--- src/rtl/usb3_hp_tx_sched_pkg.sv ---
// Shared constants, header entry type and FSM encoding for the USB3 link-layer
// header-packet transmit scheduler.
package usb3_hp_tx_sched_pkg;

  localparam int HP_W         = 96;
  localparam int SEQ_W        = 3;
  localparam int MAX_INFLIGHT = 4;
  localparam int CNT_W        = 3;

  localparam logic [2:0] ST_IDLE   = 3'd0;
  localparam logic [2:0] ST_FETCH  = 3'd1;
  localparam logic [2:0] ST_LOAD   = 3'd2;
  localparam logic [2:0] ST_SEND   = 3'd3;
  localparam logic [2:0] ST_REPLAY = 3'd4;

  typedef struct packed {
    logic [SEQ_W-1:0] seq;
    logic [HP_W-1:0]  data;
  } hp_entry_t;

endpackage

--- src/rtl/usb3_hp_retry_buf.sv ---
// Retry buffer: holds every unacknowledged header with its sequence number,
// plus a replay cursor that walks head-to-tail and never falls behind the head.
module usb3_hp_retry_buf
  import usb3_hp_tx_sched_pkg::*;
#(
  parameter int DEPTH = MAX_INFLIGHT
) (
  input  logic             clk,
  input  logic             rst_n,
  input  logic             push,
  input  hp_entry_t        push_entry,
  input  logic             release_head,
  input  logic             replay_start,
  input  logic             take,
  output hp_entry_t        cur_entry,
  output logic [CNT_W-1:0] count,
  output logic [CNT_W-1:0] remaining
);

  localparam int PTR_W = (DEPTH > 1) ? $clog2(DEPTH) : 1;

  hp_entry_t        mem [0:(1<<PTR_W)-1];
  logic [PTR_W-1:0] head, tail, cursor;
  logic [PTR_W-1:0] head_nxt;
  logic [CNT_W-1:0] count_nxt;
  logic             cursor_at_head;

  assign head_nxt  = head + PTR_W'(release_head);
  assign count_nxt = count + CNT_W'(push) - CNT_W'(release_head);

  // The cursor sits on the head only while nothing of this replay round has been offered.
  assign cursor_at_head = (remaining == count) && (remaining != '0);

  // NOTE: storage is deliberately not reset; occupancy lives in the counters, so only they need rst_n.
  always_ff @(posedge clk) begin
    if (push) mem[tail] <= push_entry;
  end

  always_ff @(posedge clk or negedge rst_n) begin
    if (!rst_n) begin
      head      <= '0;
      tail      <= '0;
      cursor    <= '0;
      count     <= '0;
      remaining <= '0;
    end else begin
      head  <= head_nxt;
      count <= count_nxt;
      if (push) tail <= tail + PTR_W'(1);
      if (replay_start) begin
        cursor    <= head_nxt;
        remaining <= count_nxt;
      end else if (take || (release_head && cursor_at_head)) begin
        cursor    <= cursor + PTR_W'(1);
        remaining <= remaining - CNT_W'(1);
      end
    end
  end

  assign cur_entry = mem[cursor];

endmodule

--- src/rtl/usb3_hp_tx_sched.sv ---
// Header-packet TX scheduler: fetches headers from the TX FIFO, stamps sequence
// numbers, gates on remote credits and replays unacknowledged headers on LBAD/link re-entry.
module usb3_hp_tx_sched
  import usb3_hp_tx_sched_pkg::*;
(
  input  logic             clk,
  input  logic             rst_n,
  input  logic             hp_empty,
  output logic             hp_rd,
  input  logic [31:0]      hp_word_0_q,
  input  logic [31:0]      hp_word_1_q,
  input  logic [31:0]      hp_word_2_q,
  output logic             tx_hp_valid,
  input  logic             tx_hp_ready,
  output logic [31:0]      tx_hp_word_0,
  output logic [31:0]      tx_hp_word_1,
  output logic [31:0]      tx_hp_word_2,
  output logic [SEQ_W-1:0] tx_hp_seq,
  input  logic             lgood_valid,
  input  logic [SEQ_W-1:0] lgood_seq,
  input  logic             lbad_valid,
  input  logic             lcrd_valid,
  input  logic             credit_init,
  input  logic             link_active,
  output logic [CNT_W-1:0] inflight_cnt,
  output logic [CNT_W-1:0] credit_cnt,
  output logic             seq_err
);

  logic [2:0]       state, state_nxt;
  logic [SEQ_W-1:0] tx_seq, ack_seq;
  logic             link_active_d, replay_pend;
  logic             offer_valid;
  hp_entry_t        offer_q, cur_entry, load_entry;
  logic [CNT_W-1:0] replay_rem;
  logic             load, handshake, lgood_ok, replay_set, replay_now, can_fetch;
  logic             take, replay_start;

  assign load       = (state == ST_LOAD);
  assign handshake  = offer_valid && tx_hp_ready;
  assign lgood_ok   = lgood_valid && (lgood_seq == ack_seq) && (inflight_cnt != '0);
  assign replay_set = lbad_valid || (link_active && !link_active_d && (inflight_cnt != '0));
  // A replay request seen this very cycle must already block a new fetch.
  assign replay_now = replay_pend || replay_set;
  assign can_fetch  = link_active && !hp_empty && (credit_cnt != '0) &&
                      (inflight_cnt < CNT_W'(MAX_INFLIGHT)) && !replay_now;
  assign load_entry = '{seq: tx_seq, data: {hp_word_2_q, hp_word_1_q, hp_word_0_q}};

  usb3_hp_retry_buf #(.DEPTH(MAX_INFLIGHT)) u_retry_buf (
    .clk          (clk),
    .rst_n        (rst_n),
    .push         (load),
    .push_entry   (load_entry),
    .release_head (lgood_ok),
    .replay_start (replay_start),
    .take         (take),
    .cur_entry    (cur_entry),
    .count        (inflight_cnt),
    .remaining    (replay_rem)
  );

  always_comb begin
    // NOTE: every output of this block gets a default first so no latch is inferred.
    state_nxt    = state;
    replay_start = 1'b0;
    take         = 1'b0;
    case (state)
      ST_IDLE: begin
        if (replay_now) begin
          state_nxt    = ST_REPLAY;
          replay_start = 1'b1;
        end else if (can_fetch) begin
          state_nxt = ST_FETCH;
        end
      end
      ST_FETCH: state_nxt = ST_LOAD;
      ST_LOAD:  state_nxt = ST_SEND;
      ST_SEND: begin
        if (handshake) begin
          state_nxt    = replay_now ? ST_REPLAY : ST_IDLE;
          replay_start = replay_now;
        end
      end
      ST_REPLAY: begin
        // Decisions happen only when no header is held on the interface.
        if (!offer_valid || handshake) begin
          if (replay_now)              replay_start = 1'b1;
          else if (replay_rem == '0)   state_nxt    = ST_IDLE;
          else if (link_active)        take         = 1'b1;
        end
      end
      default: state_nxt = ST_IDLE;
    endcase
  end

  always_ff @(posedge clk or negedge rst_n) begin
    if (!rst_n) begin
      state         <= ST_IDLE;
      tx_seq        <= '0;
      ack_seq       <= '0;
      link_active_d <= 1'b0;
      replay_pend   <= 1'b0;
      seq_err       <= 1'b0;
    end else begin
      // NOTE: sequential state uses non-blocking assignments so every flop samples pre-edge values.
      state         <= state_nxt;
      link_active_d <= link_active;
      seq_err       <= lgood_valid && !lgood_ok;
      if (lgood_ok) ack_seq <= ack_seq + SEQ_W'(1);
      if ((state == ST_SEND) && handshake) tx_seq <= tx_seq + SEQ_W'(1);
      if (replay_start)    replay_pend <= 1'b0;
      else if (replay_set) replay_pend <= 1'b1;
    end
  end

  always_ff @(posedge clk or negedge rst_n) begin
    if (!rst_n) begin
      offer_valid <= 1'b0;
      offer_q     <= '0;
    end else if (load) begin
      offer_valid <= 1'b1;
      offer_q     <= load_entry;
    end else if (take) begin
      offer_valid <= 1'b1;
      offer_q     <= cur_entry;
    end else if (handshake) begin
      offer_valid <= 1'b0;
    end
  end

  // credit_init wins; a same-cycle return and consume cancel out.
  always_ff @(posedge clk or negedge rst_n) begin
    if (!rst_n) begin
      credit_cnt <= CNT_W'(MAX_INFLIGHT);
    end else if (credit_init) begin
      credit_cnt <= CNT_W'(MAX_INFLIGHT);
    end else begin
      case ({lcrd_valid, load})
        2'b10:   if (credit_cnt < CNT_W'(MAX_INFLIGHT)) credit_cnt <= credit_cnt + CNT_W'(1);
        2'b01:   credit_cnt <= credit_cnt - CNT_W'(1);
        default: credit_cnt <= credit_cnt;
      endcase
    end
  end

  assign hp_rd        = (state == ST_FETCH);
  assign tx_hp_valid  = offer_valid;
  assign tx_hp_seq    = offer_q.seq;
  assign tx_hp_word_0 = offer_q.data[31:0];
  assign tx_hp_word_1 = offer_q.data[63:32];
  assign tx_hp_word_2 = offer_q.data[95:64];

endmodule

--- config.mk ---
export PLATFORM = sky130hd
export DESIGN_NAME = usb3_hp_tx_sched
export DESIGN_NICKNAME = d
export VERILOG_FILES = /design/src/rtl/usb3_hp_tx_sched_pkg.sv /design/src/rtl/usb3_hp_retry_buf.sv /design/src/rtl/usb3_hp_tx_sched.sv
export SDC_FILE = /design/constraint.sdc
export NUM_CORES = 1
export LEC_CHECK = 0
export ABC_AREA = 1
export CORE_UTILIZATION = 50
export CTS_BUF_LIST = sky130_fd_sc_hd__clkbuf_16
export DETAILED_ROUTE_END_ITERATION = 10
export GPL_ROUTABILITY_DRIVEN = 0
export PLACE_DENSITY = 0.71
export SETUP_SLACK_MARGIN = 0.4
export SLEW_MARGIN = 20
export SYNTH_ARGS = -nofsm -noshare
export SYNTH_HDL_FRONTEND = slang
export SYNTH_HIERARCHICAL = 1
export SYNTH_SLANG_ARGS = --single-unit
--- constraint.sdc ---
create_clock -name clk -period 6.07 [get_ports clk]
set_clock_uncertainty 0.1 [all_clocks]
set_input_delay 0.607 -clock clk [delete_from_list [all_inputs] [get_ports clk]]
set_output_delay 0.607 -clock clk [all_outputs]
set_load 0.05 [all_outputs]
Word-level counts from Yosys, hierarchy flattened

Memories as Yosys holds them, arrays and structs flattened.
Index checks and enable logic that the tools add are counted.

Register bits: 127
Memory bits (writable): 396
Output and inout port bits: 108
Memories: 1

Add/sub/neg operators: 10
Magnitude comparators: 2
Equality and inequality tests: 14
Muxes and demuxes: 33
Reductions and logical operators: 34

Memory list:

| name            | words | width | rd ports | clocked after Yosys merged registers in | wr ports | line                    | RTL |
|---|---|---|---|---|---|---|---|
| u_retry_buf.mem | 4     | 99    | 1        | 0                                       | 1        | usb3_hp_retry_buf.sv:22 | `hp_entry_t mem [0:(1<<PTR_W)-1];` |

Operators by type and width:

| cell                  | number |
|---|---|
| $mux W99              | 2 |
| $mux W3               | 11 |
| $mux W1               | 15 |
| $pmux W3 S5           | 1 |
| $reduce_bool A3 Y1    | 5 |
| $logic_and A1 B1 Y1   | 13 |
| $add A3 B1 Y3 const B | 3 |
| $ne A2 B2 Y1 const B  | 4 |
| $eq A3 B2 Y1 const B  | 2 |
| $eq A3 B3 Y1          | 2 |
| $logic_not A3 Y1      | 2 |
| $lt A3 B3 Y1 const B  | 2 |
| $ne A3 B3 Y1 const B  | 2 |
| $pmux W3 S2           | 1 |
| $reduce_bool A2 Y1    | 3 |
| $sub A3 B1 Y3 const B | 2 |
| $logic_not A1 Y1      | 5 |
| $reduce_and A5 Y1     | 1 |
| $add A2 B1 Y2 const B | 2 |
| $logic_or A1 B1 Y1    | 4 |
| $mux W2               | 2 |
| $add A3 B1 Y3         | 1 |
| $eq A3 B1 Y1 const B  | 1 |
| $eq A3 B3 Y1 const B  | 1 |
| other kinds (6)       | 6 |

Longest topological paths before layout

Depth after elaboration: 11
Gate-level depth with buffers: 17
Gate-level depth less buffers: 17

Modules after synthesis

The synthesis kept the hierarchy.

Modules (own cells, without submodules):

| module            | instances | cells an instance | area each (um^2) | seq. area each (um^2) |
|---|---|---|---|---|
| usb3_hp_retry_buf | 1         | 1052              | 15406.0          | 12191.7 |
| usb3_hp_tx_sched  | 1         | 869               | 6147.1           | 2879.0 |

Least setup slack after synthesis

Ideal clock, no wire load.

Path kind: register to register
From: register state[2]
To: memory u_retry_buf/mem[0][0] (netlist name) (enable)
Setup time: 0.453 ns
Data arrival time: 3.138 ns
Data required time: 5.517 ns
Slack: 2.379 ns
Cell stages (with the launch flop): 8
Cell sequence: dfrtp_1 -> inv_1 -> nand3_4 -> inv_2 -> buf_2 -> clkbuf_1 -> nand2_1 -> inv_1

Cells in the longest elaborated chain, start to end: 3

Ends and longest elaborated chain:

| what                          | line                    | RTL |
|---|---|---|
| from (decl)                   | usb3_hp_tx_sched.sv:30  | `logic [2:0] state, state_nxt;` |
| from (signal assigned)        | usb3_hp_tx_sched.sv:106 | `state <= state_nxt;` |
| $eq A3 B2 Y1                  | usb3_hp_tx_sched.sv:39  | `assign load = (state == ST_LOAD);` |
| net load                      | usb3_hp_tx_sched.sv:36  | `logic load, handshake, lgood_ok, replay_set, replay_now, can_fetch;` |
| $mux W1                       | usb3_hp_retry_buf.sv:36 | `if (push) mem[tail] <= push_entry;` |
| $mux W1 (not written as such) | usb3_hp_retry_buf.sv:36 |  |
| to (decl)                     | usb3_hp_retry_buf.sv:22 |  |

The timed path passes the listed nets, and every way through them passes these cells.

==> results.tsv <==
stage	metric	value	unit
yosys	Ys Warns	6	
yosys	post-synth design cell area	21600	µm²
yosys	Synth async-reset ratio	0.243	
clocking	count of clock tree sinks	523	
yosys	main combinational cell family by area after synthesis	simple AND/OR/NAND/NOR gates	
sta	min Tclk post-route	3040	ps
finish	share of cells above drive strength 1	0.0590	
grt	grt ovf	0	
power_and_ir_drop	Cell Pwr Density	499	nW/µm²
detailed_routing	vias per cell	5.52	
die	die height	210	µm
sta	Setup-failing EPs final	0	
sta	Slew Viols, Final	0	
finish	storage element area	15100	µm²
yosys	post-synthesis register bit count	523	
clocking	CTS tree	done	
power_and_ir_drop	Leakage	9.99	nW
setup_path	CP startpoint	u_retry_buf/cursor[1]$_DFFE_PN0P_	
yosys	Post-Synth Simple-Gate Area	0.167	
detailed_routing	drt first pass iters	5	
yosys	Mean Syn Cell Area	11.2	µm²
setup_path	CP bufs+invs	2	
grt	vias in the first global route	14571	
finish	combined area of the multi-input logic cells	5560	µm²
sta	Worst-Margin Slew	1030	ps
sta	fin crit share	0.501	
yosys	Post-Syn Instances	1921	
die	Core Area	42200	µm²
detailed_routing	vias	14777	
clocking	CTS resizes	0	
die	Die X	210	µm
sta	RSZ-0062 raised after global routing	false	
finish	Layout Nets	2213	
setup_path	largest fanout on the critical path	54	
die	num rows	75	
detailed_routing	DRC	0	
setup_path	CP arrival	3400	ps
sta	final hold vios	0	
yosys	compound-gate portion of the synthesized area	0.0785	
finish	Layout area overhead	18.4	%
power_and_ir_drop	worst vdd ir	0.349	mV
yosys	Netlist cell types	34	
detailed_routing	wire per inst	19.5	µm
detailed_routing	Starting DRT DRC Count	1272	
setup_path	CP Cell Sequence	clkinv_2, buf_4, o21ai_0, o22ai_1, nand2_1, nand2_1, nand2_1, nand2_1	
clocking	total CTS buffers	52	
setup_path	Crit path largest cell delay	780	ps
sta	setup TNS	0	ps
clocking	postcts setup bufs	0	
detailed_routing	Final ANT Viol Nets	0	
clocking	Bufs on Longest Clock Path	3	
finish	fill count	3374	
placed_design	Port Buf Inserts	215	
die	IO Count	216	
die	Die Area	43900	µm²
setup_path	CP delay by family, top	buffers and inverters	
placed_design	DP HPWL	28600	µm
flow_run	total of max-cap violations	0	
yosys	post-synthesis adder-cell area fraction	0.00824	
yosys	Main synth FF type	edfxtp_1	
setup_path	CP required	6430	ps
setup_path	Worst R2R Start	u_retry_buf/cursor[1]$_DFFE_PN0P_	
yosys	mux cell area share after synthesis	0	
clocking	H-tree Lvls	2	
die	Initial Util	0.510	
detailed_routing	wirelength, routed	52100	µm
yosys	XOR/XNOR share of the synthesized area	0.00406	
setup_path	most used cell, CP	nand2_1	
clocking	Root Buffer	clkbuf_16	
setup_path	critical path startpoint category	register	
clocking	hold_buf cts	1	
min_path	Hold WC Path Type	register to register	
sta	Slew HR	0.315	
power_and_ir_drop	Power Total	12.7	mW
grt	global-route wire length before repair	81500	µm
yosys	synth top area cells	edfxtp_1, dfrtp_1, nand2_1	
setup_path	worst setup path class	register to register	
min_path	Hold Startpoint	u_retry_buf/head[1]$_DFF_PN0_	
grt	all-layer global routing usage	0.239	
yosys	area leader, netlist	edfxtp_1	
yosys	post-synthesis sequential area ratio	0.699	
yosys	share of the synthesized area in the top cell type	0.552	
clocking	Worst-Skew Late Latency	580	ps
setup_path	Crit. End Element	register	
sta	Fmax	329	MHz
clocking	Worst-path clk slew	70	ps
setup_path	CP max stage cell	dfrtp_4	
yosys	Syn Nets	2042	
grt	pin count of the biggest net entering global routing	135	
yosys	Post-synth EDFFs	396	
run_status	outcome	finished clean	
grt	antenna violations before repair	2	
## path summary, 6_finish.rpt
kind | endpoint | slack, ps | depth (start not counted)
max | tx_hp_word_1[9]$_DFFE_PN0P_ | 3030 | 8
min | u_retry_buf/head[1]$_DFF_PN0_ | 380 | 1
max reg2reg | tx_hp_word_1[9]$_DFFE_PN0P_ | 3030 | 8
min reg2reg | u_retry_buf/head[1]$_DFF_PN0_ | 380 | 1
max in group asynchronous | u_retry_buf/cursor[1]$_DFFE_PN0P_ | 4170 | 3
min in group asynchronous | tx_hp_word_2[24]$_DFFE_PN0P_ | 490 | 2
## final cells by class
type                       instances  share of cell area
antenna                            2            0.000196
clock buffer                      53              0.0520
clock inverter                    43              0.0144
inverter                          44             0.00721
multi-input combinational       1235               0.218
sequential                       523               0.591
tap                              539              0.0264
timing repair buffer             236              0.0912
## cells by family (layout without fill, tap and decap cells)
group / after synthesis / in the layout
AND/OR/NAND/NOR: 899 / 899
AO/OA/AOI/OAI: 313 / 313
buffers and inverters: 163 / 376
XOR/XNOR: 10 / 10
flip-flops: 523 / 523
other: 0 / 2
adder cells (fa/ha/maj): 13 / 13
## synth_stat cells (4+ instances only)
cell type and number:
nand2_1 543, edfxtp_1 396, nor2_1 216, o21ai_0 188, dfrtp_1 126, nand3_1 117
o22ai_1 99, inv_1 40, clkbuf_1 35, buf_2 26, buf_6 23, o21ai_1 23
buf_4 16, nand2_2 13, ha_1 11, buf_1 9, clkbuf_2 7, xor2_1 6
xnor2_1 4
## power by group
part	switching (mW)	leakage, nW	internal (mW)
combinational	3.27	3.97	1.56
sequential	0.381	5.12	4.32
clock	1.32	0.897	1.87
total	4.98	9.99	7.75
## sequential cells by signal, indices dropped and copies added, names as in the netlist, 2 cells and up
register and cells:
state 3, u_retry_buf/remaining 3, u_retry_buf/tail 2, u_retry_buf/count 3, tx_hp_word_1 32, tx_hp_word_2 32, ack_seq 3, tx_seq 3
u_retry_buf/mem 396, u_retry_buf/head 2, u_retry_buf/cursor 2, credit_cnt 3, tx_hp_word_0 32, tx_hp_seq 3
## stage by stage
| step | hold slack (ps) | instances | utilization | area [µm²] | setup slack (ps) |
|---|---|---|---|---|---|
| floorplan | 211 | 1921 | - | 21600 | 2380 |
| finish | 376 | 2675 | 0.604 | 25500 | 3030 |
| CTS | 373 | 2673 | 0.604 | 25500 | 2980 |
| global placement | 349 | 2576 | 0.564 | 23800 | 2680 |
| detailed placement | 352 | 2576 | 0.564 | 23800 | 2590 |
| global route | 380 | 2675 | 0.604 | 25500 | 2720 |
## worst reg2reg max path: cells and delay by family, from the launching register on
family	cells	cell delay, ps
flops	1	780
buf+inv	2	1370
compound gates	2	310
simple gates	4	380
## layer usage
layer / share of wire / global-route usage
met1: 0.44 / 0.337
met2: 0.47 / 0.385
met5: 0 / 0
met3: 0.078 / 0.0364
met4: 0.021 / 0.0740
## layout by cell type, fill, tap and decap left out, types with 16 or more instances in the layout
cell type / n
nand2_1: 543
edfxtp_1: 396
nor2_1: 216
clkdlybuf4s50_1: 214
o21ai_0: 188
dfrtp_1: 124
nand3_1: 117
o22ai_1: 99
clkbuf_16: 53
inv_1: 49
o21ai_1: 23
buf_4: 16
(Power assumes the default switching activity.)
